<file path="src/rtl/smem_text_writer.sv">
// Text-mode screen memory writer: cursor-tracked PUT/NEWLINE/HOME commands plus a full-screen clear sweep.
// Optional macro SMEM_CLEAR_ON_RESET_EN starts a clear sweep automatically on reset release.
module smem_text_writer #(
  parameter int Nchars    = 4,
  parameter int Ncols     = 40,
  parameter int Nrows     = 30,
  parameter int fill_char = 0
) (
  input  logic                             clk,
  input  logic                             reset_n,
  input  logic                             in_valid,
  output logic                             in_ready,
  input  logic [1:0]                       in_cmd,
  input  logic [$clog2(Nchars)-1:0]        in_char,
  output logic                             smem_wr,
  output logic [$clog2(Ncols*Nrows)-1:0]   smem_waddr,
  output logic [$clog2(Nchars)-1:0]        smem_wdata,
  output logic [$clog2(Ncols)-1:0]         cur_col,
  output logic [$clog2(Nrows)-1:0]         cur_row,
  output logic                             busy
);

  localparam int DW   = $clog2(Nchars);
  localparam int AW   = $clog2(Ncols*Nrows);
  localparam int CW   = $clog2(Ncols);
  localparam int RW   = $clog2(Nrows);
  localparam int Size = Ncols * Nrows;

  localparam logic [1:0] CMD_PUT     = 2'b00;
  localparam logic [1:0] CMD_NEWLINE = 2'b01;
  localparam logic [1:0] CMD_CLEAR   = 2'b10;

  typedef enum logic {S_IDLE = 1'b0, S_CLEAR = 1'b1} state_t;

`ifdef SMEM_CLEAR_ON_RESET_EN
  localparam state_t RstState = S_CLEAR;
  localparam logic   RstReady = 1'b0;
`else
  localparam state_t RstState = S_IDLE;
  localparam logic   RstReady = 1'b1;
`endif

  state_t         state_q;
  logic [AW-1:0]  addr_q;
  logic [AW-1:0]  row_base_q;

  logic           last_col_s;
  logic           last_row_s;
  logic [RW-1:0]  row_inc_d;
  logic [AW-1:0]  row_base_inc_d;
  logic [AW-1:0]  addr_inc_d;

  // Next-cursor candidates; the linear address is tracked incrementally instead of row*Ncols+col.
  always_comb begin
    last_col_s     = (cur_col == CW'(Ncols - 1));
    last_row_s     = (cur_row == RW'(Nrows - 1));
    row_inc_d      = last_row_s ? {RW{1'b0}} : cur_row + RW'(1);
    row_base_inc_d = last_row_s ? {AW{1'b0}} : row_base_q + AW'(Ncols);
    addr_inc_d     = (addr_q == AW'(Size - 1)) ? {AW{1'b0}} : addr_q + AW'(1);
  end

  // Command FSM with registered write port, cursor and handshake outputs.
  always_ff @(posedge clk or negedge reset_n) begin
    if (!reset_n) begin
      state_q    <= RstState;
      in_ready   <= RstReady;
      busy       <= ~RstReady;
      smem_wr    <= 1'b0;
      smem_waddr <= {AW{1'b0}};
      smem_wdata <= {DW{1'b0}};
      cur_col    <= {CW{1'b0}};
      cur_row    <= {RW{1'b0}};
      addr_q     <= {AW{1'b0}};
      row_base_q <= {AW{1'b0}};
    end else begin
      case (state_q)
        S_IDLE: begin
          smem_wr <= 1'b0;
          if (in_valid) begin
            case (in_cmd)
              CMD_PUT: begin
                smem_wr    <= 1'b1;
                smem_waddr <= addr_q;
                smem_wdata <= in_char;
                addr_q     <= addr_inc_d;
                if (last_col_s) begin
                  cur_col    <= {CW{1'b0}};
                  cur_row    <= row_inc_d;
                  row_base_q <= row_base_inc_d;
                end else begin
                  cur_col <= cur_col + CW'(1);
                end
              end
              CMD_NEWLINE: begin
                cur_col    <= {CW{1'b0}};
                cur_row    <= row_inc_d;
                row_base_q <= row_base_inc_d;
                addr_q     <= row_base_inc_d;
              end
              CMD_CLEAR: begin
                // First sweep write is issued straight from the accepting edge.
                state_q    <= S_CLEAR;
                in_ready   <= 1'b0;
                busy       <= 1'b1;
                smem_wr    <= 1'b1;
                smem_waddr <= {AW{1'b0}};
                smem_wdata <= DW'(fill_char);
                cur_col    <= {CW{1'b0}};
                cur_row    <= {RW{1'b0}};
                addr_q     <= {AW{1'b0}};
                row_base_q <= {AW{1'b0}};
              end
              default: begin
                cur_col    <= {CW{1'b0}};
                cur_row    <= {RW{1'b0}};
                addr_q     <= {AW{1'b0}};
                row_base_q <= {AW{1'b0}};
              end
            endcase
          end
        end
        S_CLEAR: begin
          smem_wdata <= DW'(fill_char);
          if (!smem_wr) begin
            // Sweep entered from reset: nothing written yet, start at address 0.
            smem_wr    <= 1'b1;
            smem_waddr <= {AW{1'b0}};
          end else if (smem_waddr == AW'(Size - 1)) begin
            state_q  <= S_IDLE;
            in_ready <= 1'b1;
            busy     <= 1'b0;
            smem_wr  <= 1'b0;
          end else begin
            smem_wr    <= 1'b1;
            smem_waddr <= smem_waddr + AW'(1);
          end
        end
        default: begin
          state_q  <= S_IDLE;
          in_ready <= 1'b1;
          busy     <= 1'b0;
          smem_wr  <= 1'b0;
        end
      endcase
    end
  end

endmodule

</file>
<file path="config.mk">
export PLATFORM = sky130hd
export DESIGN_NAME = smem_text_writer
export DESIGN_NICKNAME = d
export VERILOG_FILES = /design/src/rtl/smem_text_writer.sv
export SDC_FILE = /design/constraint.sdc
export NUM_CORES = 1
export LEC_CHECK = 0
export ABC_AREA = 0
export BUFFER_PORTS_ARGS = -buffer_cell sky130_fd_sc_hd__buf_4
export CORE_UTILIZATION = 55
export CTS_CLUSTER_DIAMETER = 150
export DETAILED_ROUTE_END_ITERATION = 8
export PLACE_DENSITY_LB_ADDON = 0.1
export SYNTH_ARGS = -nofsm -noshare
export SYNTH_HDL_FRONTEND = slang
export SYNTH_SLANG_ARGS = --single-unit
</file>
<file path="constraint.sdc">
create_clock -name clk -period 2.3 [get_ports clk]
set_input_delay 0.23 -clock clk [delete_from_list [all_inputs] [get_ports clk]]
set_output_delay 0.23 -clock clk [all_outputs]
set_load 0.01 [all_outputs]
</file>
==> results.cfg <==
[routing]
routedWlPerCell_um = 14.9
drtAntennaViolNets = 0
totalWireLength_mm = 6.16
drc = 0
num_vias = 2435
vias_per_cell = 5.88
drtPass1Iterations = 4
drt_iter0_drc = 80

[yosys]
synth_top_family_by_area = compound AO/OA/AOI/OAI gates
syn_area_sq_um = 2830
synth-edff-count = 0
netlist_top_cells_area = dfrtp_1, o21ai_1, nand2_1
ys.warnings.count = 0
synth-main-ff-cell = dfrtp_1
muxShareOfSynthArea_pct = 0.398
synth_compound_area_share_pct = 25.5
async_flop_share_pct = 100
ys_seq_area_share_pct = 44.3
synth_fp_nets = 322
yosysMostFrequentCell = dfrtp_1
synth_commonest_cells = dfrtp_1, nand2_1, o21ai_1
synth_cell_types = 54
yosys.area_share.simple_pct = 20.6
synthXorXnorAreaFrac_pct = 2.48
synth_cells = 309
synth_top_area_share_pct = 43.4
synthAdderAreaFrac_pct = 2.65
synth_area_leader_cell = dfrtp_1
ys_seq_elements = 50
avgSynthCellArea_sq_um = 9.15

[sta]
setup_viol = 0
finalClockSkew_ns = 0.00683
slew_viol_final = 0
worstMarginPinSlew_ns = 0.624
holdWs_ns = 0.201
setup_tns_ns = 0
rsz0062_at_grt = no
fin_ws_ns = 0.351
fin_crit_sh_pct = 84.7
fmax_mhz = 513
period_needed_ns = 1.95
slew-limit-headroom_pct = 58.4
hold_viol = 0

[clocking]
cts_tree = yes
ctsLongestPathBuffers = 2
clk_pin_slew_ns = 0.09
cts_root_buf = clkbuf_8
numCtsBuffers = 5
clock-sinks = 50
cts_max_level = 2
clock_latency_ns = 0.30

[pwr]
pwr_density_cell_nw_per_um2 = 767
ir_worst_vdd_v = 0.000396
p_int_mw = 1.61
clkPwrFrac_pct = 21.1
power_frac_seq_pct = 49.8
p_leak_nw = 1.39
switchingPower_mw = 0.890
switching_share_pct = 35.6
comb_power_share_pct = 29.0

[setup_path]
cp_max_fo = 7
worstPathCellList = ha_1, nand4_1, and2_1, nand2_1, o32ai_1, a22o_1
worst_setup_path_start_kind = flip-flop
critPathKind = reg2reg
crit_family = simple AND/OR/NAND/NOR gates
worstPathRequired_ns = 2.49
worstSetupEndpointType = flip-flop
worst-path-buf-inv = 0
cp.arrival_ns = 2.14
slowest_stage = dfrtp_1
slowest_delay_ns = 0.47

[place]
post-place-ws_ns = 0.349
place_area_sq_um = 3160
place.gp.congestion = 0.867
dp_hpwl_mm = 4.36
port_buffers = 33

[die]
dieArea_sq_um = 5430
die_height_um = 73.7
start_util_pct = 58.3
rows = 25
io_pins = 34
core_area_sq_um = 4850
die_w_um = 73.7

[grt]
grt-ovfl-total = 0
grt_pass1_vias = 2346
antenna_found_initial = 0
grt_pass1_wl_mm = 10.7
grt_use_total_pct = 25.7
grt_max_degree = 51

[cells_and_area]
postLayoutCellArea_sq_um = 3260
area_delta_synth_final_pct = 15.2
num_antenna_cells = 0
nNetsFinal = 359
layout-drive-gt1-share_pct = 18.4

[run_status]
status = finished clean

[flow_run]
maxCapViolations = 0

[hold_path]
hold_path.class = in2reg
-- metrics by stage --
| step | util (%) | power, mW | instances |
|---|---|---|---|
| final | 67.2 | 2.50 | 414 |
| after global routing | 67.2 | 2.67 | 414 |
| after CTS | 67.2 | 2.52 | 414 |
| after detailed placement | 65.1 | 1.98 | 405 |
| after global placement | 65.1 | 1.97 | 405 |
| after floorplan | - | 1.68 | 309 |
-- layout by cell type (no fill, tap or decap), types with 5 or more instances in the layout --
cell,netlist,layout
dfrtp_1,49,49
ha_1,6,6
nand2_1,36,36
a21o_1,5,5
o21ai_0,8,8
a21oi_1,16,16
nand4_1,7,7
clkbuf_8,0,6
nand3_1,14,14
a31oi_1,5,5
inv_1,8,8
nor3_1,5,5
buf_4,0,42
a22o_1,6,6
and2_1,5,5
nor2_1,17,17
o21ai_1,33,33
-- path summary, 6_finish.rpt --
| path | startpoint | endpoint | slack [ns] | depth (start not counted) |
|---|---|---|---|---|
| worst max-delay path | cur_row[0] | addr_q[3] | 0.35 | 6 |
| worst min-delay path | in_cmd[1] | addr_q[2] | 0.20 | 2 |
| worst max register to register | cur_row[0] | addr_q[3] | 0.35 | 6 |
| worst min register to register | in_ready | in_ready | 0.49 | 2 |
| max in group asynchronous | reset_n | addr_q[9] | 1.40 | 2 |
| min in group asynchronous | reset_n | smem_wr | 0.49 | 2 |
-- metal layers --
metal  track usage, %  wire, um  vias to the layer above
met3             5.49       281                        7
met4             8.55        48                        0
li1                 -         -                     1210
met2             42.6      2900                       70
met1             33.6      2930                     1148
met5                0         0                        -
-- state kept, by name (all words and copies together), names as in the netlist --
register    cells
addr_q         11
busy            1
cur_col         6
cur_row         5
in_ready        1
row_base_q     11
smem_waddr     11
smem_wdata      2
smem_wr         1
state_q         1
-- power by group through the flow --
stage	sequential (mW)	clock (mW)	combinational (mW)
2_1_floorplan	1.24	0	0.439
3_3_place_gp	1.25	0	0.717
3_5_place_dp	1.26	0	0.725
4_1_cts	1.24	0.549	0.730
5_1_grt	1.28	0.575	0.817
6_report	1.25	0.528	0.726
-- logic make-up after synthesis --
| group | Yosys count |
|---|---|
| compound gates | 108 |
| xor+xnor | 8 |
| fa+ha+maj | 6 |
| buf+inv | 25 |
| flops | 50 |
| mux | 1 |
| simple gates | 111 |
-- layout make-up --
| cell class | count | area (sq um) |
|---|---|---|
| Multi-Input combinational cell | 234 | 1460 |
| Tap cell | 67 | 83.8 |
| Clock inverter | 1 | 5.00 |
| Fill cell | 390 | 1590 |
| Inverter | 12 | 45.0 |
| Clock buffer | 7 | 86.3 |
| Sequential cell | 50 | 1250 |
| Timing Repair Buffer | 43 | 325 |
-- worst register-to-register path: cells and delay by family, from the launching register on --
family,cells,cell delay (ns)
AND/OR/NAND/NOR,3,0.80
AO/OA/AOI/OAI,2,0.36
flip-flops,1,0.47
adder cells (fa/ha/maj),1,0.22
-- what timing repair did --
| item | 4_1_cts | 5_1_grt |
|---|---|---|
| endpoints found under the setup margin | 0 | 0 |
| hold endpoints to repair | 49 | 0 |
| hold buffers | 1 | 0 |
| buffers inserted | 0 | 0 |
| resized for setup | 0 | 0 |
Note: power is estimated with default switching activity, not from simulation.
